--- config.mk ---
export PLATFORM = sky130hd
export DESIGN_NAME = pool2d
export DESIGN_NICKNAME = d
export VERILOG_FILES = /design/src/rtl/pool2d_pkg.sv /design/src/rtl/pool_reduce.sv /design/src/rtl/pool2d.sv
export SDC_FILE = /design/constraint.sdc
export NUM_CORES = 1
export LEC_CHECK = 0
export BUFFER_PORTS_ARGS = -buffer_cell sky130_fd_sc_hd__buf_2
export CAP_MARGIN = 20
export CELL_PAD_IN_SITES_DETAIL_PLACEMENT = 1
export CELL_PAD_IN_SITES_GLOBAL_PLACEMENT = 1
export CORE_UTILIZATION = 39
export CTS_CLUSTER_SIZE = 40
export DETAILED_ROUTE_END_ITERATION = 10
export GPL_TIMING_DRIVEN = 0
export PLACE_DENSITY = 0.85
export SLEW_MARGIN = 20
export SYNTH_ARGS = -nofsm -noshare
export SYNTH_HDL_FRONTEND = slang
export SYNTH_SLANG_ARGS = --single-unit
--- constraint.sdc ---
create_clock -name clk -period 2.8 [get_ports clk]
set_input_delay 0.28 -clock clk [delete_from_list [all_inputs] [get_ports clk]]
set_output_delay 0.28 -clock clk [all_outputs]
set_load 0.01 [all_outputs]
--- src/rtl/pool2d_pkg.sv ---
// Shared definitions for the pooling engine: reduction mode, FSM states
// and an address-width helper that is also used by the conv/dense blocks.
package pool2d_pkg;

    typedef enum logic {
        POOL_MAX = 1'b0,
        POOL_AVG = 1'b1
    } pool_mode_e;

    typedef enum logic [2:0] {
        ST_IDLE  = 3'd0,
        ST_READ  = 3'd1,
        ST_LAST  = 3'd2,
        ST_WRITE = 3'd3,
        ST_FIN   = 3'd4
    } state_e;

    // Width of an index/address bus covering 'size' entries; never below 1.
    function automatic int addr_width(input int size);
        if (size <= 1) begin
            return 1;
        end else begin
            return $clog2(size);
        end
    endfunction

endpackage

--- src/rtl/pool_reduce.sv ---
// Window accumulator: folds one sample per valid cycle into a running
// MAX or SUM, and presents the pooled value (rounded mean in AVG mode).
module pool_reduce
    import pool2d_pkg::*;
#(
    parameter int DATA_WIDTH = 16,
    parameter int POOL       = 2
) (
    input  logic                  clk,
    input  logic                  rst,
    input  logic                  valid,
    input  logic                  first,
    input  pool_mode_e            mode,
    input  logic [DATA_WIDTH-1:0] sample,
    output logic [DATA_WIDTH-1:0] result
);

    // k = log2(POOL^2); the sum of POOL^2 samples needs k extra bits.
    localparam int K  = 2 * $clog2(POOL);
    localparam int AW = DATA_WIDTH + K;

    logic signed [AW-1:0]         acc_r;
    logic signed [AW-1:0]         sample_ext_s;
    logic signed [AW-1:0]         folded_s;
    logic signed [DATA_WIDTH-1:0] avg_s;

    assign sample_ext_s = AW'($signed(sample));

    // Next accumulator value: first sample seeds, later ones fold by mode.
    always_comb begin
        folded_s = acc_r;
        if (first) begin
            folded_s = sample_ext_s;
        end else if (mode == POOL_AVG) begin
            folded_s = acc_r + sample_ext_s;
        end else if (sample_ext_s > acc_r) begin
            folded_s = sample_ext_s;
        end else begin
            folded_s = acc_r;
        end
    end

    // Accumulator register, updated only when a read sample is returning.
    always_ff @(posedge clk or posedge rst) begin
        if (rst) begin
            acc_r <= '0;
        end else if (valid) begin
            acc_r <= folded_s;
        end else begin
            acc_r <= acc_r;
        end
    end

    // Mean = (sum + half) >>> k: arithmetic shift rounds half toward +inf.
    generate
        if (K == 0) begin : g_unit
            assign avg_s = acc_r[DATA_WIDTH-1:0];
        end else begin : g_round
            localparam logic signed [AW-1:0] HALF = AW'(1) << (K - 1);
            logic signed [AW-1:0] rounded_s;
            assign rounded_s = (acc_r + HALF) >>> K;
            assign avg_s     = rounded_s[DATA_WIDTH-1:0];
        end
    endgenerate

    // Select the pooled value for the latched mode.
    always_comb begin
        if (mode == POOL_AVG) begin
            result = avg_s;
        end else begin
            result = acc_r[DATA_WIDTH-1:0];
        end
    end

endmodule

--- src/rtl/pool2d.sv ---
// 2-D pooling engine: scans every (channel, oy, ox) output location,
// reads its POOL x POOL window from the conv buffer (1-cycle latency)
// and writes one MAX or rounded-AVG value into the pool buffer.
module pool2d
    import pool2d_pkg::*;
#(
    parameter int DATA_WIDTH = 16,
    parameter int CHANNELS   = 1,
    parameter int IN_SIZE    = 4,
    parameter int POOL       = 2,
    parameter int STRIDE     = 2,
    parameter int OUT_SIZE   = (IN_SIZE - POOL) / STRIDE + 1
) (
    input  logic                                               clk,
    input  logic                                               reset,
    input  logic                                               start,
    input  logic                                               mode,
    output logic [addr_width(CHANNELS*IN_SIZE*IN_SIZE)-1:0]    conv_addr,
    output logic                                               conv_en,
    input  logic [DATA_WIDTH-1:0]                              conv_q,
    output logic [addr_width(CHANNELS*OUT_SIZE*OUT_SIZE)-1:0]  pool_addr,
    output logic                                               pool_en,
    output logic                                               pool_we,
    output logic [DATA_WIDTH-1:0]                              pool_d,
    output logic                                               busy,
    output logic                                               done
);

    localparam int CAW = addr_width(CHANNELS * IN_SIZE * IN_SIZE);
    localparam int PAW = addr_width(CHANNELS * OUT_SIZE * OUT_SIZE);
    localparam int CHW = addr_width(CHANNELS);
    localparam int OW  = addr_width(OUT_SIZE);
    localparam int WW  = addr_width(POOL);

    state_e                  state_r;
    state_e                  next_s;
    pool_mode_e              mode_r;
    logic [CHW-1:0]          ch_r;
    logic [OW-1:0]           oy_r;
    logic [OW-1:0]           ox_r;
    logic [WW-1:0]           wy_r;
    logic [WW-1:0]           wx_r;
    logic                    sample_valid_r;
    logic                    sample_first_r;
    logic                    win_last_s;
    logic                    out_last_s;
    int                      conv_lin_s;
    int                      pool_lin_s;
    logic [DATA_WIDTH-1:0]   result_s;

    assign win_last_s = (wy_r == WW'(POOL - 1)) && (wx_r == WW'(POOL - 1));
    assign out_last_s = (ch_r == CHW'(CHANNELS - 1)) &&
                        (oy_r == OW'(OUT_SIZE - 1)) &&
                        (ox_r == OW'(OUT_SIZE - 1));

    // State register; reset aborts any pass immediately.
    always_ff @(posedge clk or posedge reset) begin
        if (reset) begin
            state_r <= ST_IDLE;
        end else begin
            state_r <= next_s;
        end
    end

    // Next-state logic: READ x POOL^2, LAST, WRITE per output, then FIN.
    always_comb begin
        next_s = state_r;
        case (state_r)
            ST_IDLE: begin
                if (start) begin
                    next_s = ST_READ;
                end else begin
                    next_s = ST_IDLE;
                end
            end
            ST_READ: begin
                if (win_last_s) begin
                    next_s = ST_LAST;
                end else begin
                    next_s = ST_READ;
                end
            end
            ST_LAST: next_s = ST_WRITE;
            ST_WRITE: begin
                if (out_last_s) begin
                    next_s = ST_FIN;
                end else begin
                    next_s = ST_READ;
                end
            end
            ST_FIN:  next_s = ST_IDLE;
            default: next_s = ST_IDLE;
        endcase
    end

    // Mode is captured only when a start is accepted, so it holds for the pass.
    always_ff @(posedge clk or posedge reset) begin
        if (reset) begin
            mode_r <= POOL_MAX;
        end else if (state_r == ST_IDLE && start) begin
            mode_r <= pool_mode_e'(mode);
        end else begin
            mode_r <= mode_r;
        end
    end

    // Scan counters: window (wy, wx) steps in READ, location (ch, oy, ox) in WRITE.
    always_ff @(posedge clk or posedge reset) begin
        if (reset) begin
            ch_r <= '0;
            oy_r <= '0;
            ox_r <= '0;
            wy_r <= '0;
            wx_r <= '0;
        end else begin
            case (state_r)
                ST_IDLE: begin
                    ch_r <= '0;
                    oy_r <= '0;
                    ox_r <= '0;
                    wy_r <= '0;
                    wx_r <= '0;
                end
                ST_READ: begin
                    if (wx_r == WW'(POOL - 1)) begin
                        wx_r <= '0;
                        if (wy_r == WW'(POOL - 1)) begin
                            wy_r <= '0;
                        end else begin
                            wy_r <= wy_r + WW'(1);
                        end
                    end else begin
                        wx_r <= wx_r + WW'(1);
                    end
                end
                ST_WRITE: begin
                    if (ox_r == OW'(OUT_SIZE - 1)) begin
                        ox_r <= '0;
                        if (oy_r == OW'(OUT_SIZE - 1)) begin
                            oy_r <= '0;
                            if (ch_r == CHW'(CHANNELS - 1)) begin
                                ch_r <= '0;
                            end else begin
                                ch_r <= ch_r + CHW'(1);
                            end
                        end else begin
                            oy_r <= oy_r + OW'(1);
                        end
                    end else begin
                        ox_r <= ox_r + OW'(1);
                    end
                end
                default: begin
                    ch_r <= ch_r;
                    oy_r <= oy_r;
                    ox_r <= ox_r;
                    wy_r <= wy_r;
                    wx_r <= wx_r;
                end
            endcase
        end
    end

    // Track which cycles carry returning read data and which one opens a window.
    always_ff @(posedge clk or posedge reset) begin
        if (reset) begin
            sample_valid_r <= 1'b0;
            sample_first_r <= 1'b0;
        end else begin
            sample_valid_r <= (state_r == ST_READ);
            sample_first_r <= (state_r == ST_READ) &&
                              (wy_r == WW'(0)) && (wx_r == WW'(0));
        end
    end

    pool_reduce #(
        .DATA_WIDTH (DATA_WIDTH),
        .POOL       (POOL)
    ) u_reduce (
        .clk    (clk),
        .rst    (reset),
        .valid  (sample_valid_r),
        .first  (sample_first_r),
        .mode   (mode_r),
        .sample (conv_q),
        .result (result_s)
    );

    // Linear buffer addresses for the current window sample and output location.
    always_comb begin
        conv_lin_s = ((int'(ch_r) * IN_SIZE + int'(oy_r) * STRIDE + int'(wy_r)) * IN_SIZE)
                     + int'(ox_r) * STRIDE + int'(wx_r);
        pool_lin_s = (int'(ch_r) * OUT_SIZE + int'(oy_r)) * OUT_SIZE + int'(ox_r);
    end

    // Output decode from the state; everything is 0 outside its owning state.
    always_comb begin
        conv_en   = 1'b0;
        conv_addr = '0;
        pool_en   = 1'b0;
        pool_we   = 1'b0;
        pool_addr = '0;
        pool_d    = '0;
        busy      = 1'b0;
        done      = 1'b0;
        case (state_r)
            ST_READ: begin
                conv_en   = 1'b1;
                conv_addr = CAW'(conv_lin_s);
                busy      = 1'b1;
            end
            ST_LAST: begin
                busy = 1'b1;
            end
            ST_WRITE: begin
                pool_en   = 1'b1;
                pool_we   = 1'b1;
                pool_addr = PAW'(pool_lin_s);
                pool_d    = result_s;
                busy      = 1'b1;
            end
            ST_FIN: begin
                done = 1'b1;
            end
            default: begin
                busy = 1'b0;
            end
        endcase
    end

endmodule

==> out/metrics.yaml, run 1 <==
sta:
  slew_violations: 0
  worst_slew_pin_slew_ps: 720
  hold-worst-slack_ps: 70.0
  rsz0062_at_grt: "yes"
  fin_ws_ps: -123
  max_slew_margin_pct: 51.9
  min_period_ps: 2920
  hold_violations: 0
  post-route-period-util_pct: 104
  skew_ps: 8.94
  setup_viol_count_final: 3
  fmax_mhz: 342
routing:
  highest_layer: "met4"
  dr_total_vias: 4199
  dr_wl_met2_um: 7460
  wl_met1_um: 6090
  ant_nets: 0
  via_per_inst: 6.53
  dr.pass1.iters: 5
  post_drt_wl_per_cell_um: 23.9
  wl_um: 15400
  drt_iter0_markers: 357
  drc: 0
  wl_met3_um: 881
global_route:
  gr-total-overflow: 0
  grt_usage_pct: 31.0
  grt_pass1_wl_um: 21200
  antenna_found_initial: 0
  first_global_vias: 3980
  grt_start_max_net_pins: 29
clock_network:
  root_buffer: "clkbuf_8"
  cts_buffer_depth: 2
  cts.sinks: 28
  cts_buffers: 3
  clkLatencyLatePin_ps: 310
  htreeDepth: 1
  tritoncts: "built"
  cts.clk_slew.worst_paths_ps: 130
  hold_buffers: 0
final_layout:
  fin_cells: 643
  nets: 596
  nFillCells: 1013
  antenna_cells: 0
  post-route-util_pct: 56.3
  final_cell_area_um2: 4670
  area_growth_pct: 37.9
  drive_gt1_share_pct: 34.2
setup_path:
  crit_fanout: 6
  endpoint_kind: "register"
  worstReg2RegEnd: "u_reduce.acc_r[15]"
  critical_path.startpoint_type: "register"
  crit_required_ps: 3000
  r2r_start: "u_reduce.acc_r[1]"
  crit_type: "reg2reg"
  cp_cell_sequence: "inv_1 > ha_1 > nand2b_1 > a221oi_4 > o32ai_2 > o211ai_1 > and3_1 > o41ai_4"
  reg2reg_slack_ps: -120
  crit_path_top_delay_cell: "o32ai_2"
  reg2regPathDepth: 8
  slowest_delay_ps: 560
  arrival_ps: 3120
power_and_ir_drop:
  power_leakage_uw: 0.00205
  cellPowerDensity_nw_per_um2: 1430
  peakVddDrop_uv: 641
floorplanning:
  die_w_um: 95.2
  dieArea_um2: 9060
  pin_count: 47
  start_util_pct: 40.8
  rows: 33
  die_h_um: 95.2
  core_area_um2: 8300
yosys:
  synth.area.top_cells: "dfrtp_1, ha_1, nor2_1"
  synthCells: 444
  synth_edf_count: 0
  yosys.area.top_type_share_pct: 20.7
  synth_top_cell_by_area: "dfrtp_1"
  syn_avg_cell_area_um2: 7.63
  yosysWarningCount: 0
  synth-async-reset-ratio_pct: 100
  synth-seq-cells: 28
  synth_ff_type: "dfrtp_1"
  synth_area_um2: 3390
  synth_cell_type_count: 57
  syn-num-nets: 501
  yosysSeqAreaShare_pct: 20.7
placed_design:
  placed_cell_area_um2: 3770
  gp_congestion: 0.889
  hpwl_um: 8870
  port_buffers: 46
  pre_cts_ws_ps: -477
  place_inst: 595
worst_hold_path:
  hold_class: "in2async"
outcome:
  failed_checks: "negative setup slack"
  status: "complete, but fails checks"
flow_run:
  maxCapViolCount: 0
-- sequential cells by signal, indices dropped and copies added, names as in the netlist --
name	flops
mode_r	1
wy_r	1
state_r	3
u_reduce.acc_r	18
ox_r	1
sample_first_r	1
sample_valid_r	1
wx_r	1
oy_r	1
-- per-layer routing --
metal	global-route usage (%)	vias to the layer above
met5	0	-
met4	16.8	0
met3	3.35	84
met2	52.1	243
met1	38.7	2065
li1	-	1807
-- critical path, delay by kind of cell, from the launching register on --
| family | cells | cell delay, ps |
|---|---|---|
| fa+ha+maj | 1 | 380 |
| simple gates | 2 | 490 |
| compound gates | 4 | 1340 |
| flops | 1 | 470 |
| buf+inv | 1 | 130 |
-- power breakdown --
| part | internal, uW | switching, uW | total (uW) |
|---|---|---|---|
| Sequential | 627 | 210 | 837 |
| Combinational | 2440 | 3020 | 5460 |
| Clock | 193 | 178 | 370 |
-- per-stage QoR --
step                      TNS [ps]  power [uW]
after floorplan                  0        3430
after global placement       -5230        4270
after detailed placement     -7310        4450
after CTS                     -160        5620
after global routing          -524        6960
final                         -231        6670
-- repair_timing --
action / CTS / global route
setup endpoints to repair: 19 / 22
buffers inserted: 23 / 24
pin swaps: 5 / 6
gates resized for setup: 50 / 45
gates cloned: 1 / 0
-- worst max-delay path by stage --
stage                             from                  to
floorplan            u_reduce.acc_r[8]  u_reduce.acc_r[10]
global placement    u_reduce.acc_r[15]   u_reduce.acc_r[0]
detailed placement  u_reduce.acc_r[15]   u_reduce.acc_r[7]
CTS                  u_reduce.acc_r[8]   u_reduce.acc_r[8]
global route         u_reduce.acc_r[1]  u_reduce.acc_r[15]
finish               u_reduce.acc_r[1]  u_reduce.acc_r[15]
-- cell families after synthesis --
family                     count (synthesis)  share of synthesized area, %
xor gates and xnor gates                   6                          1.55
muxes                                     15                          4.84
adders and majority gates                 37                          13.9
and+or+nand+nor                          177                          26.3
buffers and inverters                     65                          8.35
AOI/OAI and AO/OA                        116                          24.4
DFF                                       28                          20.7
-- layout by cell type, fill, tap and decap left out, types with 17 or more instances in the layout --
cell type / count
a21oi_1: 20
buf_2: 46
buf_4: 45
dfrtp_1: 17
ha_1: 21
inv_1: 29
nand2_1: 37
nor2_1: 45
nor3_1: 17
o21ai_0: 25
-- Yosys cell counts, types with 3 or more instances --
cell type	count
inv_1	39
and4_1	4
o211ai_1	4
nor2b_1	7
a21o_1	4
a21oi_1	21
nand3_1	16
nor2_1	46
a211oi_1	6
clkbuf_1	19
nor3_1	17
o41ai_2	5
nor3b_1	3
nand4_1	13
o21a_1	4
nor4_1	3
and3_1	10
a31oi_1	8
xnor2_1	6
nand2_1	37
o21ai_0	26
a32oi_1	7
and2_1	4
mux2_2	11
mux2i_1	4
nand2b_1	5
dfrtp_1	28
buf_6	4
ha_1	36
or3_1	5
o31ai_1	7
-- final cells by class --
class	count	area (um^2)	share of cell area (%)
clock buffer	3	41.3	0.884
timing repair buffer	94	648	13.9
inverter	39	164	3.51
sequential	28	714	15.3
multi-input combinational	351	2780	59.6
clock inverter	1	30.0	0.643
buffer	22	158	3.38
tap	105	131	2.81
Power figures use the tool's default switching activity.
==> run 2, diff against run 1 <==
--- a/config.mk
+++ b/config.mk
@@ -10,10 +10,11 @@
 export CELL_PAD_IN_SITES_DETAIL_PLACEMENT = 1
 export CELL_PAD_IN_SITES_GLOBAL_PLACEMENT = 1
 export CORE_UTILIZATION = 39
+export CTS_CLUSTER_DIAMETER = 30
 export CTS_CLUSTER_SIZE = 40
 export DETAILED_ROUTE_END_ITERATION = 10
 export GPL_TIMING_DRIVEN = 0
-export PLACE_DENSITY = 0.85
+export PLACE_DENSITY = 0.87
 export SLEW_MARGIN = 20
 export SYNTH_ARGS = -nofsm -noshare
 export SYNTH_HDL_FRONTEND = slang
==> run 2 against run 1 <==
Net effect: sequential share of layout area rose by 0.23 points; highest routed layer unchanged; register-to-register slack better by 90 ps; hold slack improved by 23 ps; critical path type unchanged; total power decreased by 1.8%; the flow still finishes with violations (negative setup slack); core utilization shrank 0.83 points; flip-flop and latch count unchanged.
==> out/metrics.yaml, run 2 (synthesized netlist as in run 1, its figures left out) <==
final_layout:
  post-route-util_pct: 55.4  # -0.83 points
  nFillCells: 1013  # unchanged
  seq_area_um2: 714  # unchanged
  top_register: "u_reduce.acc_r"
  reg_top3: "u_reduce.acc_r: 18 flops, state_r: 3 flops"
  final_cell_area_um2: 4600  # -1.5%
  area_growth_pct: 35.8
  drive_gt1_share_pct: 33.0  # -1.2 points
  final_cell_mix: "buf_2, nor2_1, buf_4, nand2_1, inv_1"
  nets: 592  # -0.67%
  layout_commonest_cell: "buf_2"
  largest_reg_flops: 18  # unchanged
  antenna_cells: 0  # unchanged
  multi_input_area_um2: 2760  # -0.99%
clock_network:
  tritoncts: "built"
  clkLatencyLatePin_ps: 300  # about the same
  root_buffer: "clkbuf_8"
  cts.sinks: 28  # unchanged
  hold_buffers: 0  # unchanged
  cts.clk_slew.worst_paths_ps: 120  # about the same
  cts_buffers: 3  # unchanged
  htreeDepth: 1  # unchanged
  cts_buffer_depth: 2  # unchanged
setup_path:
  crit_path_start: "u_reduce.acc_r[7]"
  crit_path_top_delay_cell: "or4_4"
  critical_path.startpoint_type: "register"
  r2r_start: "u_reduce.acc_r[7]"
  arrival_ps: 3030  # -90 ps
  cp_cell_sequence: "buf_8 > inv_4 > ha_4 > and4_4 > and4_4 > a22o_1 > or4_4 > nand3_4 > buf_12 > buf_16 > mux2_2"
  slowest_delay_ps: 550  # about the same
  crit_fanout: 6  # unchanged
  crit_required_ps: 3000  # about the same
  crit_type: "reg2reg"
  crit_top_cell: "and4_4"
  endpoint_kind: "register"
outcome:
  status: "complete, but fails checks"
  failed_checks: "negative setup slack"
placed_design:
  gp_congestion: 0.933  # +5.0%
  hpwl_um: 9180  # +3.4%
  pre_cts_ws_ps: -489  # -12.3 ps
  port_buffers: 46  # unchanged
  placed_cell_area_um2: 3770  # unchanged
floorplanning:
  core_area_um2: 8300  # unchanged
  dieArea_um2: 9060  # unchanged
  rows: 33  # unchanged
  die_h_um: 95.2  # unchanged
  pin_count: 47  # unchanged
  die_w_um: 95.2  # unchanged
  start_util_pct: 40.8  # unchanged
sta:
  fin_ws_ps: -32.6  # +90.4 ps
  min_period_ps: 2830  # -90.4 ps
  setup_viol_count_final: 11  # +8
  rsz0062_at_grt: "yes"
  worst_slew_pin_slew_ps: 716  # -3.79 ps
  fmax_mhz: 353  # +3.2%
  slew_violations: 0  # unchanged
  post-route-period-util_pct: 101  # -3.2 points
  hold_violations: 0  # unchanged
  skew_ps: 16.7  # +7.73 ps
  max_slew_margin_pct: 52.2  # +0.25 points
routing:
  drc: 0  # unchanged
  drt_iter0_markers: 393  # +10%
  dr_total_vias: 4146  # -1.3%
  via_per_inst: 6.49  # -0.64%
  ant_nets: 0  # unchanged
  wl_um: 15400  # +0.20%
  dr.pass1.iters: 5  # unchanged
  post_drt_wl_per_cell_um: 24.1  # +0.83%
global_route:
  grt.met3_usage_pct: 4.47  # +1.1 points
  first_global_vias: 4099  # +3.0%
  grt_pass1_wl_um: 21200  # about the same
  antenna_found_initial: 0  # unchanged
  busiest_layer: "met2"
  grt_start_max_net_pins: 29  # unchanged
  grt_usage_pct: 30.9  # -0.12 points
  use_met2_pct: 55.0  # +2.9 points
  gr-total-overflow: 0  # unchanged
  use_met1_pct: 36.4  # -2.4 points
power_and_ir_drop:
  total_power_uw: 6550  # -1.8%
  peakVddDrop_uv: 564  # -12%
  cellPowerDensity_nw_per_um2: 1420  # -0.37%
  power_leakage_uw: 0.00203  # -1.3%
flow_run:
  maxCapViolCount: 0  # unchanged
worst_hold_path:
  hold_class: "in2async"
[run 2: changes by cell type in the layout (fill, tap and decap cells not counted), sizes merged]
cell	delta
buf	-4
clkbuf	+1
bufinv	-1
[run 2: final timing paths]
check	to	slack, ps	depth (start not counted)
max in group asynchronous	u_reduce.acc_r[15]	2200	2
worst max register to register	u_reduce.acc_r[6]	-30	11
worst min-delay path	u_reduce.acc_r[1]	90	2
min in group clk	mode_r	240	2
worst min register to register	sample_first_r	530	1
worst max-delay path	u_reduce.acc_r[6]	-30	11
[run 2: stage by stage]
stage | cells | TNS [ps] | hold WS (ps)
finish | 639 | -173 | 92.7
global route | 639 | -981 | 149
CTS | 622 | 0 | 95.8
detailed placement | 595 | -6620 | 418
global placement | 595 | -4990 | 514
floorplan | 444 | 0 | 345
[run 2: cell type report]
cell class | instances | share of cell area [%]
plain buffers | 22 | 3.81
clock buffers | 4 | 1.20
inverters | 39 | 3.56
multi-input cells | 351 | 59.9
flip-flops and latches | 28 | 15.5
well taps | 105 | 2.86
repair buffers | 90 | 13.2
[run 2: what timing repair did]
item	CTS	global route
pin swaps	5	7
gates resized for setup	56	37
endpoints found under the setup margin	18	17
cloned	1	0
setup buffers	25	18
[run 2: routing by layer]
layer  wire length (um)  vias to the layer above  part of all wire [%]
li1                   -                     1801                     -
met3               1010                       77                   6.6
met1               5870                     2001                    38
met2               7710                      267                    50
met5                  0                        -                     0
met4                832                        0                   5.4
[run 2: critical path, delay by kind of cell (launching register included)]
family / cells / cell delay (ps)
multiplexers: 1 / 330
flip-flops: 1 / 440
adder cells (fa/ha/maj): 1 / 210
AO/OA/AOI/OAI: 1 / 240
AND/OR/NAND/NOR: 4 / 1040
buffers and inverters: 4 / 470
[run 2: power breakdown]
part           switching [uW]  leakage [uW]  internal (uW)
combinational            3010       0.00167           2430
sequential                204      0.000325            627
clock                     150     0.0000288            127
total                    3370       0.00203           3180
